## src/rtl/pipe_stall_ctrl_if.sv

```systemverilog
// Pipeline hazard bus between the five stages and the stall/flush scheduler.
// The stages drive their hazard requests and read back the stall vector,
// flush/redirect and divider status. The scheduler reads requests and
// drives the results.
interface pipe_stall_ctrl_if #(
    parameter int CNT_W = 32
);
    // Requests from the pipeline stages
    logic             inst_sram_wait;
    logic             data_sram_wait;
    logic             ex_is_load;
    logic [4:0]       ex_rf_waddr;
    logic [4:0]       id_rs;
    logic [4:0]       id_rt;
    logic             id_use_rs;
    logic             id_use_rt;
    logic             div_start;
    logic             excp_req;
    logic [31:0]      excp_pc;

    // Results back to the pipeline stages
    logic [5:0]       stall;
    logic             flush;
    logic [31:0]      new_pc;
    logic             div_busy;
    logic             div_done;
    logic [CNT_W-1:0] stall_cnt;
    logic [CNT_W-1:0] lu_cnt;

    // Pipeline side: raises requests, obeys stall/flush
    modport master (
        output inst_sram_wait, data_sram_wait, ex_is_load, ex_rf_waddr,
               id_rs, id_rt, id_use_rs, id_use_rt, div_start, excp_req, excp_pc,
        input  stall, flush, new_pc, div_busy, div_done, stall_cnt, lu_cnt
    );

    // Scheduler side
    modport slave (
        input  inst_sram_wait, data_sram_wait, ex_is_load, ex_rf_waddr,
               id_rs, id_rt, id_use_rs, id_use_rt, div_start, excp_req, excp_pc,
        output stall, flush, new_pc, div_busy, div_done, stall_cnt, lu_cnt
    );
endinterface

```

## src/rtl/pipe_stall_ctrl.sv

```systemverilog
// Central stall/flush scheduler for the 5-stage MIPS pipeline.
// stall[k]=1 freezes stage register k (bit0 PC .. bit5 WB); a 1 followed by
// a 0 at bit k+1 pushes a bubble into stage k+1. Requests are resolved by a
// fixed priority: flush > data wait > divider > load-use > fetch wait.
// A small FSM sequences the multi-cycle divider, and two wrap-around
// counters record stall cycles and load-use bubbles.
module pipe_stall_ctrl #(
    parameter int DIV_CYCLES = 32,   // 2..63
    parameter int CNT_W      = 32
) (
    input  logic               clk,
    input  logic               rst,
    pipe_stall_ctrl_if.slave   bus
);

    localparam logic [5:0] STALL_NONE     = 6'b000000;
    localparam logic [5:0] STALL_IF_WAIT  = 6'b000011;
    localparam logic [5:0] STALL_LOADUSE  = 6'b000111;
    localparam logic [5:0] STALL_DIV      = 6'b001111;
    localparam logic [5:0] STALL_MEM_WAIT = 6'b011111;

    localparam logic [5:0] DIV_LOAD = 6'(DIV_CYCLES - 1);

    typedef enum logic [1:0] {
        S_IDLE,
        S_BUSY,
        S_DONE
    } div_state_t;

    div_state_t       r_state;
    div_state_t       w_next_state;
    logic [5:0]       r_div_cnt;
    logic [5:0]       w_next_div_cnt;

    logic             r_excp_pend;
    logic [31:0]      r_excp_pc;
    logic [31:0]      r_new_pc;
    logic [CNT_W-1:0] r_stall_cnt;
    logic [CNT_W-1:0] r_lu_cnt;

    logic             w_load_use;
    logic             w_flush;
    logic [31:0]      w_redirect_pc;
    logic [5:0]       w_stall;
    logic             w_sel_lu;

    // Hazard detection and flush decision; combinational outputs are held
    // quiet while rst is high so reset silences them immediately.
    // NOTE: every signal assigned in always_comb gets a default first; a path
    // that leaves one unassigned would infer a latch.
    always_comb begin
        w_load_use    = 1'b0;
        w_flush       = 1'b0;
        w_redirect_pc = bus.excp_pc;
        if (bus.ex_is_load && (bus.ex_rf_waddr != 5'd0)) begin
            w_load_use = (bus.id_use_rs && (bus.id_rs == bus.ex_rf_waddr)) ||
                         (bus.id_use_rt && (bus.id_rt == bus.ex_rf_waddr));
        end
        // A pending exception beats a fresh request: first one wins.
        if (r_excp_pend) begin
            w_redirect_pc = r_excp_pc;
        end
        w_flush = !rst && !bus.data_sram_wait && (r_excp_pend || bus.excp_req);
    end

    // Priority encoder selecting the stall vector for this cycle
    always_comb begin
        w_stall  = STALL_NONE;
        w_sel_lu = 1'b0;
        if (rst || w_flush) begin
            w_stall = STALL_NONE;
        end else if (bus.data_sram_wait) begin
            w_stall = STALL_MEM_WAIT;
        end else if (r_state == S_BUSY) begin
            w_stall = STALL_DIV;
        end else if (w_load_use) begin
            w_stall  = STALL_LOADUSE;
            w_sel_lu = 1'b1;
        end else if (bus.inst_sram_wait) begin
            w_stall = STALL_IF_WAIT;
        end
    end

    // Divider FSM next-state: BUSY lasts DIV_CYCLES cycles, DONE one cycle
    always_comb begin
        w_next_state   = r_state;
        w_next_div_cnt = r_div_cnt;
        case (r_state)
            S_IDLE: begin
                if (bus.div_start && !w_flush) begin
                    w_next_state   = S_BUSY;
                    w_next_div_cnt = DIV_LOAD;
                end
            end
            S_BUSY: begin
                if (w_flush) begin
                    w_next_state = S_IDLE;
                end else if (r_div_cnt == 6'd0) begin
                    w_next_state = S_DONE;
                end else begin
                    w_next_div_cnt = r_div_cnt - 6'd1;
                end
            end
            S_DONE: begin
                w_next_state = S_IDLE;
            end
            default: begin
                w_next_state = S_IDLE;
            end
        endcase
    end

    // Divider FSM state register
    // NOTE: sequential state uses non-blocking assignments so every register
    // samples pre-edge values regardless of statement order.
    always_ff @(posedge clk or posedge rst) begin
        if (rst) begin
            r_state   <= S_IDLE;
            r_div_cnt <= '0;
        end else begin
            r_state   <= w_next_state;
            r_div_cnt <= w_next_div_cnt;
        end
    end

    // Exception latch during data wait, and the held redirect PC
    always_ff @(posedge clk or posedge rst) begin
        if (rst) begin
            r_excp_pend <= 1'b0;
            r_excp_pc   <= '0;
            r_new_pc    <= '0;
        end else begin
            if (w_flush) begin
                r_excp_pend <= 1'b0;
                r_new_pc    <= w_redirect_pc;
            end else if (bus.excp_req && bus.data_sram_wait && !r_excp_pend) begin
                r_excp_pend <= 1'b1;
                r_excp_pc   <= bus.excp_pc;
            end
        end
    end

    // Performance counters; wrap naturally and survive flushes
    always_ff @(posedge clk or posedge rst) begin
        if (rst) begin
            r_stall_cnt <= '0;
            r_lu_cnt    <= '0;
        end else begin
            if (w_stall != STALL_NONE) begin
                r_stall_cnt <= r_stall_cnt + 1'b1;
            end
            if (w_sel_lu) begin
                r_lu_cnt <= r_lu_cnt + 1'b1;
            end
        end
    end

    assign bus.stall     = w_stall;
    assign bus.flush     = w_flush;
    assign bus.new_pc    = w_flush ? w_redirect_pc : r_new_pc;
    assign bus.div_busy  = (r_state == S_BUSY);
    assign bus.div_done  = (r_state == S_DONE);
    assign bus.stall_cnt = r_stall_cnt;
    assign bus.lu_cnt    = r_lu_cnt;

endmodule

```

## src/flat_wrapper.sv

```systemverilog
// flat-port wrapper written by rule: the top's interface ports become plain ports
module pipe_stall_ctrl_flat 
#(
    parameter int DIV_CYCLES = 32,           
    parameter int CNT_W      = 32
)
  (clk, rst, bus_inst_sram_wait, bus_data_sram_wait, bus_ex_is_load, bus_ex_rf_waddr, bus_id_rs, bus_id_rt, bus_id_use_rs, bus_id_use_rt, bus_div_start, bus_excp_req, bus_excp_pc, bus_stall, bus_flush, bus_new_pc, bus_div_busy, bus_div_done, bus_stall_cnt, bus_lu_cnt);
  pipe_stall_ctrl_if #(.CNT_W(CNT_W)) bus_i ();
  input  logic clk;
  input  logic rst;
  input wire logic [$bits(bus_i.inst_sram_wait)-1:0] bus_inst_sram_wait;
  input wire logic [$bits(bus_i.data_sram_wait)-1:0] bus_data_sram_wait;
  input wire logic [$bits(bus_i.ex_is_load)-1:0] bus_ex_is_load;
  input wire logic [$bits(bus_i.ex_rf_waddr)-1:0] bus_ex_rf_waddr;
  input wire logic [$bits(bus_i.id_rs)-1:0] bus_id_rs;
  input wire logic [$bits(bus_i.id_rt)-1:0] bus_id_rt;
  input wire logic [$bits(bus_i.id_use_rs)-1:0] bus_id_use_rs;
  input wire logic [$bits(bus_i.id_use_rt)-1:0] bus_id_use_rt;
  input wire logic [$bits(bus_i.div_start)-1:0] bus_div_start;
  input wire logic [$bits(bus_i.excp_req)-1:0] bus_excp_req;
  input wire logic [$bits(bus_i.excp_pc)-1:0] bus_excp_pc;
  output wire logic [$bits(bus_i.stall)-1:0] bus_stall;
  output wire logic [$bits(bus_i.flush)-1:0] bus_flush;
  output wire logic [$bits(bus_i.new_pc)-1:0] bus_new_pc;
  output wire logic [$bits(bus_i.div_busy)-1:0] bus_div_busy;
  output wire logic [$bits(bus_i.div_done)-1:0] bus_div_done;
  output wire logic [$bits(bus_i.stall_cnt)-1:0] bus_stall_cnt;
  output wire logic [$bits(bus_i.lu_cnt)-1:0] bus_lu_cnt;
  assign bus_i.inst_sram_wait = bus_inst_sram_wait;
  assign bus_i.data_sram_wait = bus_data_sram_wait;
  assign bus_i.ex_is_load = bus_ex_is_load;
  assign bus_i.ex_rf_waddr = bus_ex_rf_waddr;
  assign bus_i.id_rs = bus_id_rs;
  assign bus_i.id_rt = bus_id_rt;
  assign bus_i.id_use_rs = bus_id_use_rs;
  assign bus_i.id_use_rt = bus_id_use_rt;
  assign bus_i.div_start = bus_div_start;
  assign bus_i.excp_req = bus_excp_req;
  assign bus_i.excp_pc = bus_excp_pc;
  assign bus_stall = bus_i.stall;
  assign bus_flush = bus_i.flush;
  assign bus_new_pc = bus_i.new_pc;
  assign bus_div_busy = bus_i.div_busy;
  assign bus_div_done = bus_i.div_done;
  assign bus_stall_cnt = bus_i.stall_cnt;
  assign bus_lu_cnt = bus_i.lu_cnt;
  pipe_stall_ctrl #(.DIV_CYCLES(DIV_CYCLES), .CNT_W(CNT_W)) u_core (.clk(clk), .rst(rst), .bus(bus_i));
endmodule
```

## config.mk

```make
export PLATFORM = sky130hd
export DESIGN_NAME = pipe_stall_ctrl_flat
export DESIGN_NICKNAME = d
export VERILOG_FILES = /design/src/rtl/pipe_stall_ctrl_if.sv /design/src/rtl/pipe_stall_ctrl.sv /design/src/flat_wrapper.sv
export SDC_FILE = /design/constraint.sdc
export NUM_CORES = 1
export LEC_CHECK = 0
export CELL_PAD_IN_SITES_DETAIL_PLACEMENT = 0
export CELL_PAD_IN_SITES_GLOBAL_PLACEMENT = 1
export CORE_MARGIN = 2
export CORE_UTILIZATION = 41
export DETAILED_ROUTE_END_ITERATION = 16
export PLACE_DENSITY = 0.94
export SYNTH_ARGS = -nofsm -noshare
export SYNTH_HDL_FRONTEND = slang
export SYNTH_SLANG_ARGS = --single-unit
```

## constraint.sdc

```tcl
create_clock -name clk -period 10.65 [get_ports clk]
set_input_delay 2.13 -clock clk [delete_from_list [all_inputs] [get_ports clk]]
set_output_delay 2.13 -clock clk [all_outputs]
set_load 0.02 [all_outputs]
```

======== After elaboration in Yosys (flattened, before gate mapping) ========
Cells that the tools add are included.
cells by class
  $add $sub $neg .......................... 3
  equality and inequality tests ........... 8
  bitwise operators ....................... 1
  muxes and demuxes ....................... 22
  reduce and logical (&&, ||, !) cells .... 24
operators with widths
  cell                                                    number
  adder 32 x 1 -> 32 bit (second input constant)          2
  2-to-1 mux 32 bit                                       2
  2-to-1 mux 6 bit                                        7
  case mux 6 bit (2 select lines)                         1
  equality test 5 bit                                     2
  logical AND 1 bit                                       8
  2-to-1 mux 2 bit                                        4
  2-to-1 mux 1 bit                                        7
  logical NOT 6 bit                                       1
  nonzero test 6 bit                                      1
  subtractor 6 x 1 -> 6 bit (second input constant)       1
  nonzero test 5 bit                                      1
  logical NOT 1 bit                                       4
  inequality test 2 bit (second input constant)           2
  case mux 2 bit (2 select lines)                         1
  AND reduction 2 bit                                     2
  AND reduction 4 bit                                     1
  nonzero test 2 bit                                      2
  logical OR 1 bit                                        3
  inequality test 3 x 1 -> 1 bit (second input constant)  1
  equality test 2 x 1 -> 1 bit (second input constant)    1
  equality test 2 bit (second input constant)             1
  logical NOT 2 bit                                       1
  inequality test 2 x 1 -> 1 bit (second input constant)  1
  inverter 1 bit                                          1
word-level totals
  bits in registers ....................... 137
  bits of input ports ..................... 56

======== Longest topological paths before layout ========
  depth after elaboration ................. 9
  depth in mapped cells ................... 9

======== Worst setup path after synthesis ========
No wires, ideal clock.
  path type ............................... input to output
  start point ............................. input port bus_data_sram_wait
  end point ............................... output port bus_stall[1]
  path buffers ............................ 2
  data arrival time ....................... 3,730 ps
  slack ................................... 4,790 ps
  data required time ...................... 8,520 ps
  cell stages on the path ................. 7
  path through ............................ or3_2 -> inv_2 -> nor4b_2 -> a21oi_1 -> buf_2 -> inv_1 -> buf_4
between the ends
  word-level cells in the longest chain between the ends .. 5
  elaborated cells on any way between the ends .. 6
  classes of those cells .................. mux (2); reduce/logical (4)
RTL lines
  element                         line                   source
  from (decl)                     flat_wrapper.sv:12     input wire logic [$bits(bus_i.data_sram_wait)-1:0] bus_data_sram_wait;
  logical NOT 1 bit               pipe_stall_ctrl.sv:63  w_flush = !rst && !bus.data_sram_wait && (r_excp_pend || bus.excp_req);
  logical AND 1 bit (2 in a row)  pipe_stall_ctrl.sv:63
  net bus_flush                   flat_wrapper.sv:23     output wire logic [$bits(bus_i.flush)-1:0] bus_flush;
  logical OR 1 bit                pipe_stall_ctrl.sv:70  if (rst || w_flush) begin
  2-to-1 mux 6 bit                pipe_stall_ctrl.sv:70
  to (decl)                       flat_wrapper.sv:22     output wire logic [$bits(bus_i.stall)-1:0] bus_stall;
The timed path passes the listed nets, and every way through them passes these cells.

======== Worst setup path after layout ========
  start point ............................. input port rst
  end point ............................... output port bus_stall[0]
between the ends
  word-level cells in the longest chain between the ends .. 5
RTL lines
  element                         line                   source
  from (decl)                     flat_wrapper.sv:10     input logic rst;
  logical NOT 1 bit               pipe_stall_ctrl.sv:63
  logical AND 1 bit (2 in a row)  pipe_stall_ctrl.sv:63
  logical OR 1 bit (*)            pipe_stall_ctrl.sv:70
  2-to-1 mux 6 bit (*)            pipe_stall_ctrl.sv:70
Mark *: on every way between the ends. The rest lies on a longest branch, timed or not.

==> results by group <==
Clock tree
  – Number of clock sinks: 137
  – Number of cells upsized or downsized after cts: 0
  – Clock transition at the registers of the reported paths: 0.06 ns
  – Clock latency of the later-clocked register in the worst-skew pair: 0.43 ns
  – Maximum buffer depth of the clock tree: 2
  – Hold_buf cts: 0
  – CTS buffer count: 17
  – Buffers inserted during post-CTS setup optimization: 0
  – Clock tree root driver cell: sky130_fd_sc_hd__clkbuf_16
  – Total number of H-tree levels: 4
  – Clock tree from TritonCTS: yes

Detailed routing
  – Remaining DRCs: 0
  – Post-detailed-route via-to-cell ratio: 5.352
  – Wire length per cell after detailed routing: 16.74 um
  – Drt initial violations: 282
  – Antenna Nets Post-Route: 0
  – Pre-antenna DRT Iters: 4
  – Via count of the routed design: 4908
  – Wire length reported by the detailed router: 15350 um

STA
  – Max frequency: 0.1302 GHz
  – Count of endpoints failing hold in the final timing report: 0
  – Total of endpoints with negative setup slack in the final report: 0
  – Minimum clock period after layout: 7.683 ns
  – Transition at the pin with the smallest max-transition slack: 1.061 ns
  – Worst slew margin relative to its limit: 0.2929
  – Worst setup margin: 2.967 ns
  – Worst clock skew on the final layout: 0.008653 ns
  – Fin. max-slew vios: 0
  – Post-route fraction of the period consumed by the critical path: 0.7214
  – Setup repair after global routing missed its margin: no
  – Setup TNS: 0 ns
  – Hold Worst Slack: 0.4699 ns

Cells and area
  – Area of all placed cells without fillers: 8608 um2
  – Nets: 776
  – Final core utilization: 0.5705
  – Non-Filler Instances: 917
  – Antenna diodes: 0
  – Area overhead of the layout relative to synthesis: 36.73%
  – Fraction of final layout cells with drive strength greater than 1: 0.1152

Synth
  – Netlist cell types: 46
  – Gate Count Post-Synth: 562
  – Cells taking the most area after synthesis: sky130_fd_sc_hd__dfrtp_1 (54%), sky130_fd_sc_hd__xor2_1 (7.5%), sky130_fd_sc_hd__mux2_2 (6.1%)
  – Library cell occupying the most area in the post-synthesis netlist: sky130_fd_sc_hd__dfrtp_1
  – Post-synthesis sequential element count: 137
  – Async set-or-reset flop fraction in the synthesized netlist: 1.000
  – Post-synthesis average cell area: 11.20 um2
  – Area share of the leading cell type in the synthesized netlist: 0.5445
  – Proportion of synthesized chip area in sequential cells: 0.5445
  – Synth Flop Type: sky130_fd_sc_hd__dfrtp_1
  – Post-synth design cell area: 6296 um2
  – Total nets after synthesis: 622
  – Number of synthesized flops with an enable pin: 0
  – Number of warnings reported in the yosys synthesis log: 0

Floorplanning
  – DIE HEIGHT: 127.9 um
  – # rows: 45
  – Standard cell core area: 15090 um2
  – Horizontal extent of the die: 127.9 um
  – Initial cell density of the core: 0.4172
  – Total die area: 16360 um2
  – IO Count: 161

Placement
  – Routability Congestion: 0.8540
  – Area of placed instances: 8020 um2
  – Port bufs: 159
  – HPWL after detailed placement: 10520 um
  – DP Worst Slack: 2.973 ns
  – Inst Count DP: 885

Global route
  – Vias in the first global route: 5080
  – Antenna violations before repair: 0
  – Global Route Usage Sum: 0.1953
  – Pin count of the biggest net entering global routing: 86
  – Global-route wire length before repair: 25210 um
  – Overflow after GRT: 0

Outcome
  – Result of the run: finished clean

Worst setup path
  – CP bufs+invs: 5
  – Crit path cell chain: clkdlybuf4s50_1 -> or3_2 -> inv_2 -> nor4b_2 -> a21oi_2 -> buf_4 -> inv_1 -> clkdlybuf4s50_1
  – Worst EP required: 8.52 ns
  – Max FO, Critical Path: 67
  – Peak per-stage delay on the critical path: 0.87 ns
  – Cell with the largest stage delay on the worst path: sky130_fd_sc_hd__or3_2
  – Critical path capture point type: output port
  – CP arrival: 5.55 ns
  – Worst path top cell family by delay: buffers and inverters
  – Setup Crit Path Kind: primary input to output port
  – Startpoint type of the worst setup path: primary input
  – Most numerous cell on the critical path: sky130_fd_sc_hd__clkdlybuf4s50_1

Power and ir drop
  – Static Leak: 3.828 nW
  – Power density relative to cell area: 185.7 nW/um2
  – Highest ir drop seen on vdd: 103.5 uV
  – Power after layout: 1.598 mW

Job
  – Max_cap viols: 0

Hold path
  – Class of the most critical hold timing path: register to register
## cell usage after synthesis (4+ instances only)
cell,number
sky130_fd_sc_hd__dfrtp_1,137
sky130_fd_sc_hd__nand2_1,55
sky130_fd_sc_hd__xor2_1,54
sky130_fd_sc_hd__o21ai_0,35
sky130_fd_sc_hd__mux2_2,34
sky130_fd_sc_hd__mux2i_1,32
sky130_fd_sc_hd__nor3_1,29
sky130_fd_sc_hd__nand4_1,21
sky130_fd_sc_hd__nor2_1,21
sky130_fd_sc_hd__xnor2_1,20
sky130_fd_sc_hd__nand3_1,18
sky130_fd_sc_hd__nor4_1,16
sky130_fd_sc_hd__inv_1,12
sky130_fd_sc_hd__clkbuf_1,10
sky130_fd_sc_hd__buf_1,6
sky130_fd_sc_hd__buf_2,6
sky130_fd_sc_hd__and3_1,5
sky130_fd_sc_hd__a21oi_1,4
sky130_fd_sc_hd__ha_1,4
sky130_fd_sc_hd__nor3b_1,4
sky130_fd_sc_hd__nor4b_1,4
## report_power, final
part	switching (mW)	internal [mW]
logic	0.172	0.172
registers	0.0632	0.603
clock network	0.239	0.350
total	0.474	1.12
## flip-flops by register name, indices dropped and copies added, names as in the netlist
register / flops
u_core.bus.lu_cnt: 32
u_core.r_new_pc: 32
u_core.bus.stall_cnt: 32
u_core.r_excp_pend: 1
u_core.r_excp_pc: 32
u_core.r_state: 2
u_core.r_div_cnt: 6
## metal layers
| layer | part of all wire | up-vias | GRT usage | wire (um) |
|---|---|---|---|---|
| li1 | - | 2277 | - | - |
| met3 | 0.048 | 38 | 0.04174 | 732 |
| met5 | 0 | - | 0 | 0 |
| met1 | 0.41 | 2428 | 0.2381 | 6343 |
| met4 | 0.029 | 0 | 0.09308 | 449 |
| met2 | 0.51 | 165 | 0.3312 | 7828 |
## cell type report
type	instances	area [um2]
sequential	137	3430
timing repair buffer	162	1614
multi-input combinational	385	2688
clock inverter	14	158.9
clock buffer	18	429.2
tap	188	235.2
inverter	13	53.80
fill	1250	6481
## kinds of logic (layout without fill, tap and decap cells)
logic type	count (synthesis)	count (layout)	synth area share
DFF	137	137	0.5445
and+or+nand+nor	197	197	0.1665
other	1	1	0.0005956
adders and majority gates	4	4	0.007949
xor gates and xnor gates	74	74	0.1029
buffers and inverters	40	207	0.02921
AOI/OAI and AO/OA	43	43	0.03657
muxes	66	66	0.1117
## final timing paths
path / start / end / slack, ns / cells past startpoint
setup / recovery: rst / bus_stall[0] / 2.97 / 8
hold / removal: u_core.bus.stall_cnt[31] / u_core.bus.stall_cnt[31] / 0.47 / 1
setup reg to reg: u_core.r_excp_pend / u_core.bus.lu_cnt[9] / 6.59 / 7
hold reg to reg: u_core.bus.stall_cnt[31] / u_core.bus.stall_cnt[31] / 0.47 / 1
max in group asynchronous: rst / u_core.r_excp_pend / 6.80 / 3
min in group asynchronous: rst / u_core.r_excp_pc[26] / 2.33 / 2
## cells in the final DEF (no fill, tap or decap), types with 3 or more instances in the layout
| cell type | count |
|---|---|
| sky130_fd_sc_hd__mux2i_1 | 32 |
| sky130_fd_sc_hd__nand4_1 | 21 |
| sky130_fd_sc_hd__o21ai_0 | 35 |
| sky130_fd_sc_hd__inv_6 | 8 |
| sky130_fd_sc_hd__xnor2_1 | 20 |
| sky130_fd_sc_hd__nor2b_1 | 3 |
| sky130_fd_sc_hd__xor2_1 | 54 |
| sky130_fd_sc_hd__mux2_2 | 34 |
| sky130_fd_sc_hd__and3_1 | 5 |
| sky130_fd_sc_hd__ha_1 | 4 |
| sky130_fd_sc_hd__nor4b_1 | 4 |
| sky130_fd_sc_hd__a21oi_1 | 3 |
| sky130_fd_sc_hd__buf_4 | 3 |
| sky130_fd_sc_hd__or3_1 | 3 |
| sky130_fd_sc_hd__nand3_1 | 18 |
| sky130_fd_sc_hd__clkbuf_16 | 17 |
| sky130_fd_sc_hd__nor3_1 | 29 |
| sky130_fd_sc_hd__inv_1 | 11 |
| sky130_fd_sc_hd__dfrtp_1 | 136 |
| sky130_fd_sc_hd__nor4_1 | 16 |
| sky130_fd_sc_hd__nor2_1 | 21 |
| sky130_fd_sc_hd__nor3b_1 | 4 |
| sky130_fd_sc_hd__nand2_1 | 55 |
| sky130_fd_sc_hd__clkdlybuf4s50_1 | 159 |
Note: power is estimated with default switching activity, not from simulation.
